<file path="src/rtl/mem_port_arbiter.sv">
`default_nettype none
// +----------------------------------------------------------------------------+
// | Module      : mem_port_arbiter                                             |
// | Description : Shares one single-port memory between instruction fetch and  |
// |               the load/store stage. Data wins ties, and fetch is forced to |
// |               win after STARVE_MAX consecutive lost conflicts. One access  |
// |               is in flight at a time: IDLE -> ISSUE -> WAIT -> RESP.       |
// | Option      : define MEM_ARB_PERF_EN to enable the performance counters.   |
// |               Without it, the perf ports are tied to zero.                 |
// | Revision    : 1.0 - initial release                                        |
// +----------------------------------------------------------------------------+
module mem_port_arbiter #(
  parameter int ADDR_W     = 32,
  parameter int DATA_W     = 32,
  parameter int MEM_LAT    = 1,
  parameter int STARVE_MAX = 4
) (
  input  logic                clk,
  input  logic                rst,
  input  logic                if_req,
  input  logic [ADDR_W-1:0]   if_addr,
  output logic                if_gnt,
  output logic                if_rvalid,
  output logic [DATA_W-1:0]   if_rdata,
  input  logic                d_req,
  input  logic                d_we,
  input  logic [ADDR_W-1:0]   d_addr,
  input  logic [DATA_W-1:0]   d_wdata,
  input  logic [DATA_W/8-1:0] d_wstrb,
  output logic                d_gnt,
  output logic                d_rvalid,
  output logic [DATA_W-1:0]   d_rdata,
  output logic                mem_en,
  output logic                mem_we,
  output logic [ADDR_W-1:0]   mem_addr,
  output logic [DATA_W-1:0]   mem_wdata,
  output logic [DATA_W/8-1:0] mem_wstrb,
  input  logic [DATA_W-1:0]   mem_rdata,
  output logic                busy,
  output logic [31:0]         perf_if_cnt,
  output logic [31:0]         perf_d_cnt,
  output logic [31:0]         perf_conflict_cnt
);

  localparam int         STRB_W       = DATA_W / 8;
  localparam logic [3:0] c_MEM_LAT    = 4'(MEM_LAT);
  localparam logic [3:0] c_STARVE_MAX = 4'(STARVE_MAX);

  typedef enum logic [1:0] {
    IDLE  = 2'd0,
    ISSUE = 2'd1,
    WAIT  = 2'd2,
    RESP  = 2'd3
  } state_t;

  state_t r_state;
  state_t w_state_nxt;
  logic   w_grant;
  logic   w_pick_fetch;
  logic   w_capture;

  logic              r_is_fetch;
  logic              r_we;
  logic [3:0]        r_lat;
  logic [3:0]        r_starve;

  logic              r_if_gnt, r_d_gnt, r_if_rvalid, r_d_rvalid;
  logic              r_mem_en, r_mem_we, r_busy;
  logic [ADDR_W-1:0] r_mem_addr;
  logic [DATA_W-1:0] r_mem_wdata, r_if_rdata, r_d_rdata;
  logic [STRB_W-1:0] r_mem_wstrb;

  // Next-state decode and arbitration; requests only matter in IDLE.
  always_comb begin
    w_state_nxt  = r_state;
    w_grant      = 1'b0;
    w_pick_fetch = 1'b0;
    case (r_state)
      IDLE: begin
        if (if_req || d_req) begin
          w_grant     = 1'b1;
          w_state_nxt = ISSUE;
          if (if_req && d_req) begin
            w_pick_fetch = (r_starve == c_STARVE_MAX);
          end else begin
            w_pick_fetch = if_req;
          end
        end
      end
      ISSUE:   w_state_nxt = WAIT;
      WAIT:    if (r_lat == 4'd1) w_state_nxt = RESP;
      RESP:    w_state_nxt = IDLE;
      default: w_state_nxt = IDLE;
    endcase
  end

  // Last WAIT cycle: mem_rdata is valid and gets captured into the winner's rdata.
  assign w_capture = (r_state == WAIT) && (r_lat == 4'd1);

  // State register.
  always_ff @(posedge clk or posedge rst) begin
    if (rst) r_state <= IDLE;
    else     r_state <= w_state_nxt;
  end

  // Winner bookkeeping, latency countdown and fetch starvation tracking.
  always_ff @(posedge clk or posedge rst) begin
    if (rst) begin
      r_is_fetch <= 1'b0;
      r_we       <= 1'b0;
      r_lat      <= 4'd0;
      r_starve   <= 4'd0;
    end else begin
      if (w_grant) begin
        r_is_fetch <= w_pick_fetch;
        r_we       <= !w_pick_fetch && d_we;
        if (w_pick_fetch) begin
          r_starve <= 4'd0;
        end else if (if_req && (r_starve != c_STARVE_MAX)) begin
          r_starve <= r_starve + 4'd1;
        end
      end
      if (r_state == ISSUE)     r_lat <= c_MEM_LAT;
      else if (r_state == WAIT) r_lat <= r_lat - 4'd1;
    end
  end

  // Registered outputs; the mem_* registers double as the latched request.
  always_ff @(posedge clk or posedge rst) begin
    if (rst) begin
      r_if_gnt    <= 1'b0;
      r_d_gnt     <= 1'b0;
      r_if_rvalid <= 1'b0;
      r_d_rvalid  <= 1'b0;
      r_mem_en    <= 1'b0;
      r_mem_we    <= 1'b0;
      r_busy      <= 1'b0;
      r_mem_addr  <= '0;
      r_mem_wdata <= '0;
      r_mem_wstrb <= '0;
      r_if_rdata  <= '0;
      r_d_rdata   <= '0;
    end else begin
      r_if_gnt    <= w_grant && w_pick_fetch;
      r_d_gnt     <= w_grant && !w_pick_fetch;
      r_mem_en    <= w_grant;
      r_mem_we    <= w_grant && !w_pick_fetch && d_we;
      r_mem_addr  <= w_grant ? (w_pick_fetch ? if_addr : d_addr) : '0;
      r_mem_wdata <= (w_grant && !w_pick_fetch) ? d_wdata : '0;
      r_mem_wstrb <= (w_grant && !w_pick_fetch) ? d_wstrb : '0;
      r_if_rvalid <= w_capture && r_is_fetch;
      r_d_rvalid  <= w_capture && !r_is_fetch;
      r_busy      <= (w_state_nxt != IDLE);
      if (w_capture && r_is_fetch)  r_if_rdata <= mem_rdata;
      if (w_capture && !r_is_fetch) r_d_rdata  <= r_we ? '0 : mem_rdata;
    end
  end

  assign if_gnt    = r_if_gnt;
  assign d_gnt     = r_d_gnt;
  assign if_rvalid = r_if_rvalid;
  assign d_rvalid  = r_d_rvalid;
  assign if_rdata  = r_if_rdata;
  assign d_rdata   = r_d_rdata;
  assign mem_en    = r_mem_en;
  assign mem_we    = r_mem_we;
  assign mem_addr  = r_mem_addr;
  assign mem_wdata = r_mem_wdata;
  assign mem_wstrb = r_mem_wstrb;
  assign busy      = r_busy;

`ifdef MEM_ARB_PERF_EN
  logic        w_conflict;
  logic [31:0] r_perf_if, r_perf_d, r_perf_cf;

  assign w_conflict = (r_state == IDLE) && if_req && d_req;

  // Grant and conflict counters, wrapping at 32 bits.
  always_ff @(posedge clk or posedge rst) begin
    if (rst) begin
      r_perf_if <= 32'd0;
      r_perf_d  <= 32'd0;
      r_perf_cf <= 32'd0;
    end else begin
      if (w_grant && w_pick_fetch)  r_perf_if <= r_perf_if + 32'd1;
      if (w_grant && !w_pick_fetch) r_perf_d  <= r_perf_d + 32'd1;
      if (w_conflict)               r_perf_cf <= r_perf_cf + 32'd1;
    end
  end

  assign perf_if_cnt       = r_perf_if;
  assign perf_d_cnt        = r_perf_d;
  assign perf_conflict_cnt = r_perf_cf;
`else
  assign perf_if_cnt       = 32'd0;
  assign perf_d_cnt        = 32'd0;
  assign perf_conflict_cnt = 32'd0;
`endif

endmodule
`default_nettype wire

</file>
<file path="config.mk">
export PLATFORM = sky130hd
export DESIGN_NAME = mem_port_arbiter
export DESIGN_NICKNAME = d
export VERILOG_FILES = /design/src/rtl/mem_port_arbiter.sv
export SDC_FILE = /design/constraint.sdc
export NUM_CORES = 1
export LEC_CHECK = 0
export CAP_MARGIN = 20
export CELL_PAD_IN_SITES_DETAIL_PLACEMENT = 1
export CELL_PAD_IN_SITES_GLOBAL_PLACEMENT = 2
export CORE_MARGIN = 2
export CORE_UTILIZATION = 30
export CTS_BUF_LIST = sky130_fd_sc_hd__clkbuf_16
export CTS_CLUSTER_SIZE = 8
export DETAILED_ROUTE_END_ITERATION = 7
export DONT_BUFFER_PORTS = 1
export GPL_ROUTABILITY_DRIVEN = 0
export GPL_TIMING_DRIVEN = 0
export PLACE_DENSITY = 0.77
export SLEW_MARGIN = 5
export SYNTH_ARGS = -nofsm -noshare
export SYNTH_HDL_FRONTEND = slang
export SYNTH_SLANG_ARGS = --single-unit
</file>
<file path="constraint.sdc">
create_clock -name clk -period 5.72 [get_ports clk]
set_clock_uncertainty 0.1 [all_clocks]
set_input_delay 1.144 -clock clk [delete_from_list [all_inputs] [get_ports clk]]
set_output_delay 1.144 -clock clk [all_outputs]
set_load 0.05 [all_outputs]
</file>
==> impl_metrics.json <==
{
  "outcome": "complete, no violations",
  "p_leak_nw": 4.127,
  "rows": 54,
  "wire_per_inst_um": 19.96,
  "cp-start-kind": "flop",
  "die-width_um": 152.8,
  "grt_util_all_layers": 0.1605,
  "r2r_slack_ps": 3520,
  "postPlaceCellArea_mm2": 0.007381,
  "ys_warn_count": 0,
  "synth_top_flop_cell": "dfrtp_1",
  "fin_crit_ps": 2342,
  "synthArstFlopShare": 1.000,
  "yosysMostFrequentCell": "dfrtp_1",
  "finalCritPeriodShare": 0.4094,
  "worst_hold_path_type": "flop to flop",
  "initial_core_util": 0.3053,
  "synth.avg_cell_area_um2": 12.21,
  "yosys.cell_types.count": 36,
  "clockRootBuffer": "clkbuf_16",
  "setup_viol": 0,
  "min-delay-start": "r_lat[0]$_DFFE_PP0P_",
  "via_per_inst": 4.445,
  "ys_ff_latch": 151,
  "drv_slew": 0,
  "grt_pass1_vias": 4702,
  "cts_resized": 0,
  "htreeDepth": 4,
  "synthCells": 544,
  "area_delta_synth_final_pct": 19.54,
  "cts_buffers": 17,
  "ant_nets": 0,
  "power_density_mw_per_mm2": 645.6,
  "grt_pass1_wl_um": 28920,
  "die_h_um": 152.8,
  "vias": 4236,
  "yosysTopAreaCell": "dfrtp_1",
  "ctsHoldBuffers": 0,
  "worst_pin_slew_ps": 587.5,
  "finalHoldViolCount": 0,
  "cts.sinks": 151,
  "antenna_found_initial": 2,
  "crit_fanout": 1,
  "firstDrtPassIters": 4,
  "startpoint": "mem_addr[10]$_DFF_PP0_",
  "die_area_mm2": 0.02334,
  "total_power_mw": 5.126,
  "vdd_drop_max_mv": 0.1992,
  "ios": 372,
  "wirelength_um": 19020,
  "dp_hpwl_um": 14780,
  "synth_seq_area_share": 0.5690,
  "fp.coreArea_mm2": 0.02176,
  "rsz0062_at_grt": "no",
  "synth_area_mm2": 0.006641,
  "r2r_start": "r_state[0]$_DFF_PP0_",
  "slew_headroom": 0.6083,
  "cap_violations": 0,
  "insertion_delay_ps": 410,
  "drt_iter0_drc": 107,
  "drive_above_1_share": 0.2623,
  "grt_max_degree": 91,
  "cts_setup_buffers": 0,
  "synth_area_leaders": "dfrtp_1, buf_4, mux2_4, o41ai_1, a22o_1",
  "synth_top_area_frac": 0.5690,
  "cp.arrival_ps": 1100,
  "post-route-util": 0.3649,
  "clockBufferDepth": 2,
  "nets": 804,
  "endpoint_kind": "primary output",
  "fmax_ghz": 0.4270,
  "cp.required_ps": 4480,
  "overflow": 0,
  "critPathKind": "flop to primary output",
  "port_buffers": 0,
  "tritoncts": "built",
  "synth_edf_count": 0,
  "stdcell_area_mm2": 0.007939,
  "cts.clk_slew.worst_paths_ps": 70,
  "drcViolationCount": 0,
  "synth_commonest_cells": "dfrtp_1, buf_4, inv_1"
}
==> cells by family after synthesis <==
family	Yosys count	share of synthesized area
buffers and inverters	175	0.1592
AO/OA/AOI/OAI	110	0.1221
multiplexers	34	0.07366
flip-flops	151	0.5690
other	1	0.0005646
AND/OR/NAND/NOR	65	0.06048
adder cells (fa/ha/maj)	8	0.01507
==> area by class of cell <==
cell class              count  area [µm²]
diodes                      2       5.005
plain buffers             130       888.4
clock buffers              17       425.4
clock inverters            14       127.6
fillers                  2433       13820
inverters                  45       173.9
multi-input cells         313        2162
flip-flops and latches    151        3779
well taps                 280       350.3
repair buffers              1       27.53
==> registers in the layout, indices dropped and copies added (netlist names), 2 cells and up <==
name / count
d_rdata: 32
if_rdata: 32
mem_addr: 32
mem_wdata: 32
mem_wstrb: 4
r_lat: 4
r_starve: 4
r_state: 2
==> power by group <==
part	switching [mW]	internal [mW]	total (mW)
Sequential	1.53	1.43	2.95
Combinational	0.637	0.467	1.10
Clock	0.468	0.600	1.07
==> layout by cell type (no fill, tap or decap), drive strengths merged <==
master    synthesis  layout
dfrtp           151     151
buf             108     109
conb              1      96
inv              45      51
clkbuf           22      39
and2             38      38
o21ai            38      38
o41ai            32      32
mux2             32      32
a22o             31      31
ha                8       8
nand2             7       7
clkinvlp          0       6
nor2              5       5
nand3             3       3
a21oi             3       3
diode             0       2
nand4b            2       2
nor2b             2       2
mux2i             2       2
or2               2       2
nand4bb           1       1
nand3b            1       1
nand4             1       1
o21a              1       1
o211a             1       1
nor4b             1       1
a211oi            1       1
or3               1       1
nor3              1       1
o22ai             1       1
o2bb2ai           1       1
o21ba             1       1
bufinv            0       1
clkinv            0       1
==> worst paths after layout <==
kind,to,depth (start not counted)
max reg2reg,d_rdata[23]$_DFFE_PP0P_,7
min,r_lat[0]$_DFFE_PP0P_,1
max in group asynchronous,mem_wstrb[0]$_DFF_PP0_,2
max,mem_addr[10],0
min in group asynchronous,d_rdata[10]$_DFFE_PP0P_,1
min reg2reg,r_lat[0]$_DFFE_PP0P_,1
==> layer usage <==
metal	vias up	part of all wire	track usage	routed length, µm
met2	219	0.52	0.2878	9978
met3	21	0.10	0.07082	1957
met1	2111	0.36	0.1692	6780
li1	1885	-	-	-
met4	0	0.016	0.04938	306
met5	-	0	0	0
==> metrics by stage <==
step / worst slack, ps / std cells / setup TNS, ps / hold slack (ps)
final: 3378 / 953 / 0 / 435.7
after global routing: 3340 / 953 / 0 / 460.2
after CTS: 3328 / 951 / 0 / 441.4
after detailed placement: 3010 / 920 / 0 / 434.4
after global placement: -1031 / 919 / -154690 / 405.0
after floorplan: 411.3 / 639 / 0 / 380.3
Power figures use the tool's default switching activity.
==> edit 1 (same settings) <==
The 4 states of `state_t` get a one-hot encoding in 4 bits.
--- a/src/rtl/mem_port_arbiter.sv
+++ b/src/rtl/mem_port_arbiter.sv
@@ -48,7 +48,7 @@
 
-  typedef enum logic [1:0] {
-    IDLE  = 2'd0,
-    ISSUE = 2'd1,
-    WAIT  = 2'd2,
-    RESP  = 2'd3
+  typedef enum logic [3:0] {
+    IDLE  = 4'b0001,
+    ISSUE = 4'b0010,
+    WAIT  = 4'b0100,
+    RESP  = 4'b1000
   } state_t;
Behaviour: same outputs for any inputs over 10 cycles, from zero or initial values and one cycle with rst high; not proved beyond that.
==> edit 1 against the original RTL <==
  * Routed wire length down 4.9%
  * Total power is 2.4% lower
  * Design area increased by 4.8%
  * Maximum frequency fell by 7.8%
  * Setup slack got worse by 200 ps
  * Register-to-register slack worse by 340 ps
  * First-iteration DRC count is 30% higher
  * Clock power is 13% higher
  * Synthesized area rose by 4.5%
  * Sequential share of layout area shrank 1.6 points
  * Critical path type is now reg -> reg
  * Sequential cell count is 2 higher
  * Non-clock buffer count down 7
==> edit 1: results (changes against the original RTL) <==
.. list-table::
   :header-rows: 1

   * - Metric
     - Value
   * - Largest driver fanout on the critical path
     - 10 (+9)
   * - Number of global-route vias before repair
     - 4,646 (-1.2%)
   * - Worst slack at placement
     - 2840 ps (-174 ps)
   * - Final HPWL from detailed placement
     - 14.0 mm (-5.4%)
   * - Start of the worst register-to-register path
     - r_lat[1]
   * - Average via count per standard cell
     - 4.37 (-1.6%)
   * - Worst hold start
     - r_is_fetch
   * - Slew at the pin with the worst max-slew slack
     - 696 ps (+108 ps)
   * - Worst slack on hold paths
     - 409 ps (-26.2 ps)
   * - Switching power
     - 2.45 mW (-7.1%)
   * - Vias post-DR
     - 4,208 (-0.66%)
   * - Met3 track demand over resource
     - 0.0767 (+0.00585)
   * - Wire length of the first global-routing pass
     - 26.5 mm (-8.4%)
   * - Largest cells by area after synthesis
     - sky130_fd_sc_hd__dfrtp_1 (55%), sky130_fd_sc_hd__mux2_2 (14%), sky130_fd_sc_hd__buf_4 (10%)
   * - 1st-iter DRT viols
     - 139 (+30%)
   * - Achievable frequency
     - 394 MHz (-7.8%)
   * - Worst voltage drop across the vdd grid
     - 0.000189 V (-5.4%)
   * - Number of nets in the layout
     - 803 (-0.12%)
   * - Count of different cell masters after synthesis
     - 43 (+19%)
   * - Cell count after placement
     - 928 (+0.87%)
   * - Share of layout cells above drive strength 1
     - 0.350 (+0.0873)
   * - End of the worst hold path
     - r_is_fetch
   * - Largest net degree at the start of global routing
     - 85 (-6.6%)
   * - Status
     - complete, no violations
   * - Avg Inst Size Synth
     - 12.7 sq um (+3.9%)
   * - R2R Path End
     - if_rdata[0]
   * - Commonest cells in the netlist
     - sky130_fd_sc_hd__dfrtp_1 (152), sky130_fd_sc_hd__buf_4 (96), sky130_fd_sc_hd__mux2_2 (88), sky130_fd_sc_hd__and2_1 (38), sky130_fd_sc_hd__nor2b_1 (34)
   * - Routing usage on met1
     - 0.138 (-0.0315)
   * - Combinational group power
     - 984 uW (-11%)
   * - Met2 demand-to-capacity share in global routing
     - 0.258 (-0.0297)
   * - Filler Cells Inserted
     - 2,449 (+0.66%)
[edit 1: final cells by class]
cell class | count | area share
timing repair buffer | 1 | 0.00331
antenna | 2 | 0.000602
sequential | 153 | 0.460
inverter | 14 | 0.00692
tap | 285 | 0.0429
buffer | 123 | 0.103
multi-input combinational | 352 | 0.308
clock inverter | 15 | 0.0245
clock buffer | 17 | 0.0511
[edit 1: kinds of logic (layout without fill, tap and decap cells)]
logic type,count (synthesis),count (layout),share of synthesized area
AND/OR/NAND/NOR,130,130,0.122
multiplexers,97,97,0.162
XOR/XNOR,1,1,0.00126
adder cells (fa/ha/maj),4,4,0.00721
AO/OA/AOI/OAI,24,24,0.0252
flip-flops,153,153,0.552
other,1,98,0.000540
buffers and inverters,137,170,0.131
[edit 1: metal layers]
metal / wire [microns] / vias up / share of wire
li1: - / 1865 / -
met1: 6170 / 2096 / 0.34
met2: 9350 / 233 / 0.52
met3: 2350 / 14 / 0.13
met4: 216 / 0 / 0.012
met5: 0 / - / 0
==> edit 2 (same settings) <==
Without the edit above. The option `MEM_ARB_PERF_EN` is turned on by a define.
--- a/src/rtl/mem_port_arbiter.sv
+++ b/src/rtl/mem_port_arbiter.sv
@@ -11,2 +11,4 @@
 // +----------------------------------------------------------------------------+
+`define MEM_ARB_PERF_EN
+
 module mem_port_arbiter #(
Behaviour: not the same (a bounded check fails within 4 cycles, from zero or initial values and one cycle with rst high).
==> edit 2 against the original RTL <==
  * Via count increased by 58%
  * Clock power is 75% higher
  * Sequential cell count grew 96
  * Total power grew 28%
  * Setup slack lost 360 ps
  * Design area increased by 47%
  * First-iteration DRC count increased by 56%
  * Critical path depth is 9 higher
  * Routed wire length rose by 48%
  * Synthesized area grew 51%
  * Critical path type is now reg -> reg
  * Critical endpoint is now mem_addr[29]
  * Largest cell class unchanged
  * Highest routed layer unchanged
==> edit 2: results (changes against the original RTL) <==
.. list-table::
   :header-rows: 1

   * - Metric
     - Value
   * - Status
     - complete, no violations
   * - Detailed route wirelength on metal2
     - 14.3 mm (+44%)
   * - Amount of wire on met3 after detailed routing
     - 2.33 mm (+19%)
   * - Number of antenna violations at the first check in global routing
     - 1 (-1)
   * - Clock transition at the registers of the reported paths
     - 50 ps (-20 ps)
   * - Part of the Yosys area used for sequential elements
     - 0.617 (+0.0477)
   * - Number of H-tree levels
     - 2 (-2)
   * - Worst hold start
     - r_lat[3]
   * - Number of nets in the layout
     - 1,058 (+32%)
   * - Share of power burned in registers
     - 0.582 (+0.006)
   * - Largest buffer count on any clock path
     - 3 (+1)
   * - Cells on worst reg2reg path
     - 9 (+2)
   * - Internal power summed over all cells
     - 3.62 mW (+45%)
   * - Detailed Route WL
     - 28.1 mm (+48%)
   * - Layout non-clock buf frac
     - 0.0234 (-0.0920)
   * - Met3 track demand over resource
     - 0.0560 (-0.0148)
   * - Count of different cell masters after synthesis
     - 40 (+11%)
   * - Total routed wire length on the met1 layer
     - 10.7 mm (+57%)
   * - Average via count per standard cell
     - 4.94 (+11%)
   * - Clkbuf count
     - 36 (+19)
   * - Largest net degree at the start of global routing
     - 42 (-54%)
   * - Share of cell area taken by multi-input logic gates
     - 0.314 (+0.0412)
   * - Number of non-clock buffers
     - 39 (-70%)
   * - Slew margin rel.
     - 0.325 (-0.284)
   * - R2R Path End
     - mem_addr[29]
   * - Largest driver fanout on the critical path
     - 10 (+9)
   * - Fin area
     - 11,700 sq um (+47%)
   * - Cell count after placement
     - 1,314 (+43%)
-- edit 2: changes by cell type after synthesis, moves of 26 or more --
cell | unedited run | this run
sky130_fd_sc_hd__dfrtp_1 | 151 | 247
sky130_fd_sc_hd__nand3b_1 | 1 | 32
sky130_fd_sc_hd__nand3_1 | 3 | 33
sky130_fd_sc_hd__o41ai_1 | 32 | 0
sky130_fd_sc_hd__xor2_1 | 0 | 26
sky130_fd_sc_hd__a21oi_1 | 2 | 34
sky130_fd_sc_hd__buf_4 | 96 | 0
sky130_fd_sc_hd__mux2_2 | 3 | 34
sky130_fd_sc_hd__nand2_1 | 7 | 176
sky130_fd_sc_hd__inv_1 | 45 | 11
sky130_fd_sc_hd__xnor2_1 | 0 | 67
sky130_fd_sc_hd__o21ai_0 | 38 | 9
sky130_fd_sc_hd__a22o_1 | 31 | 0
sky130_fd_sc_hd__mux2_4 | 29 | 0
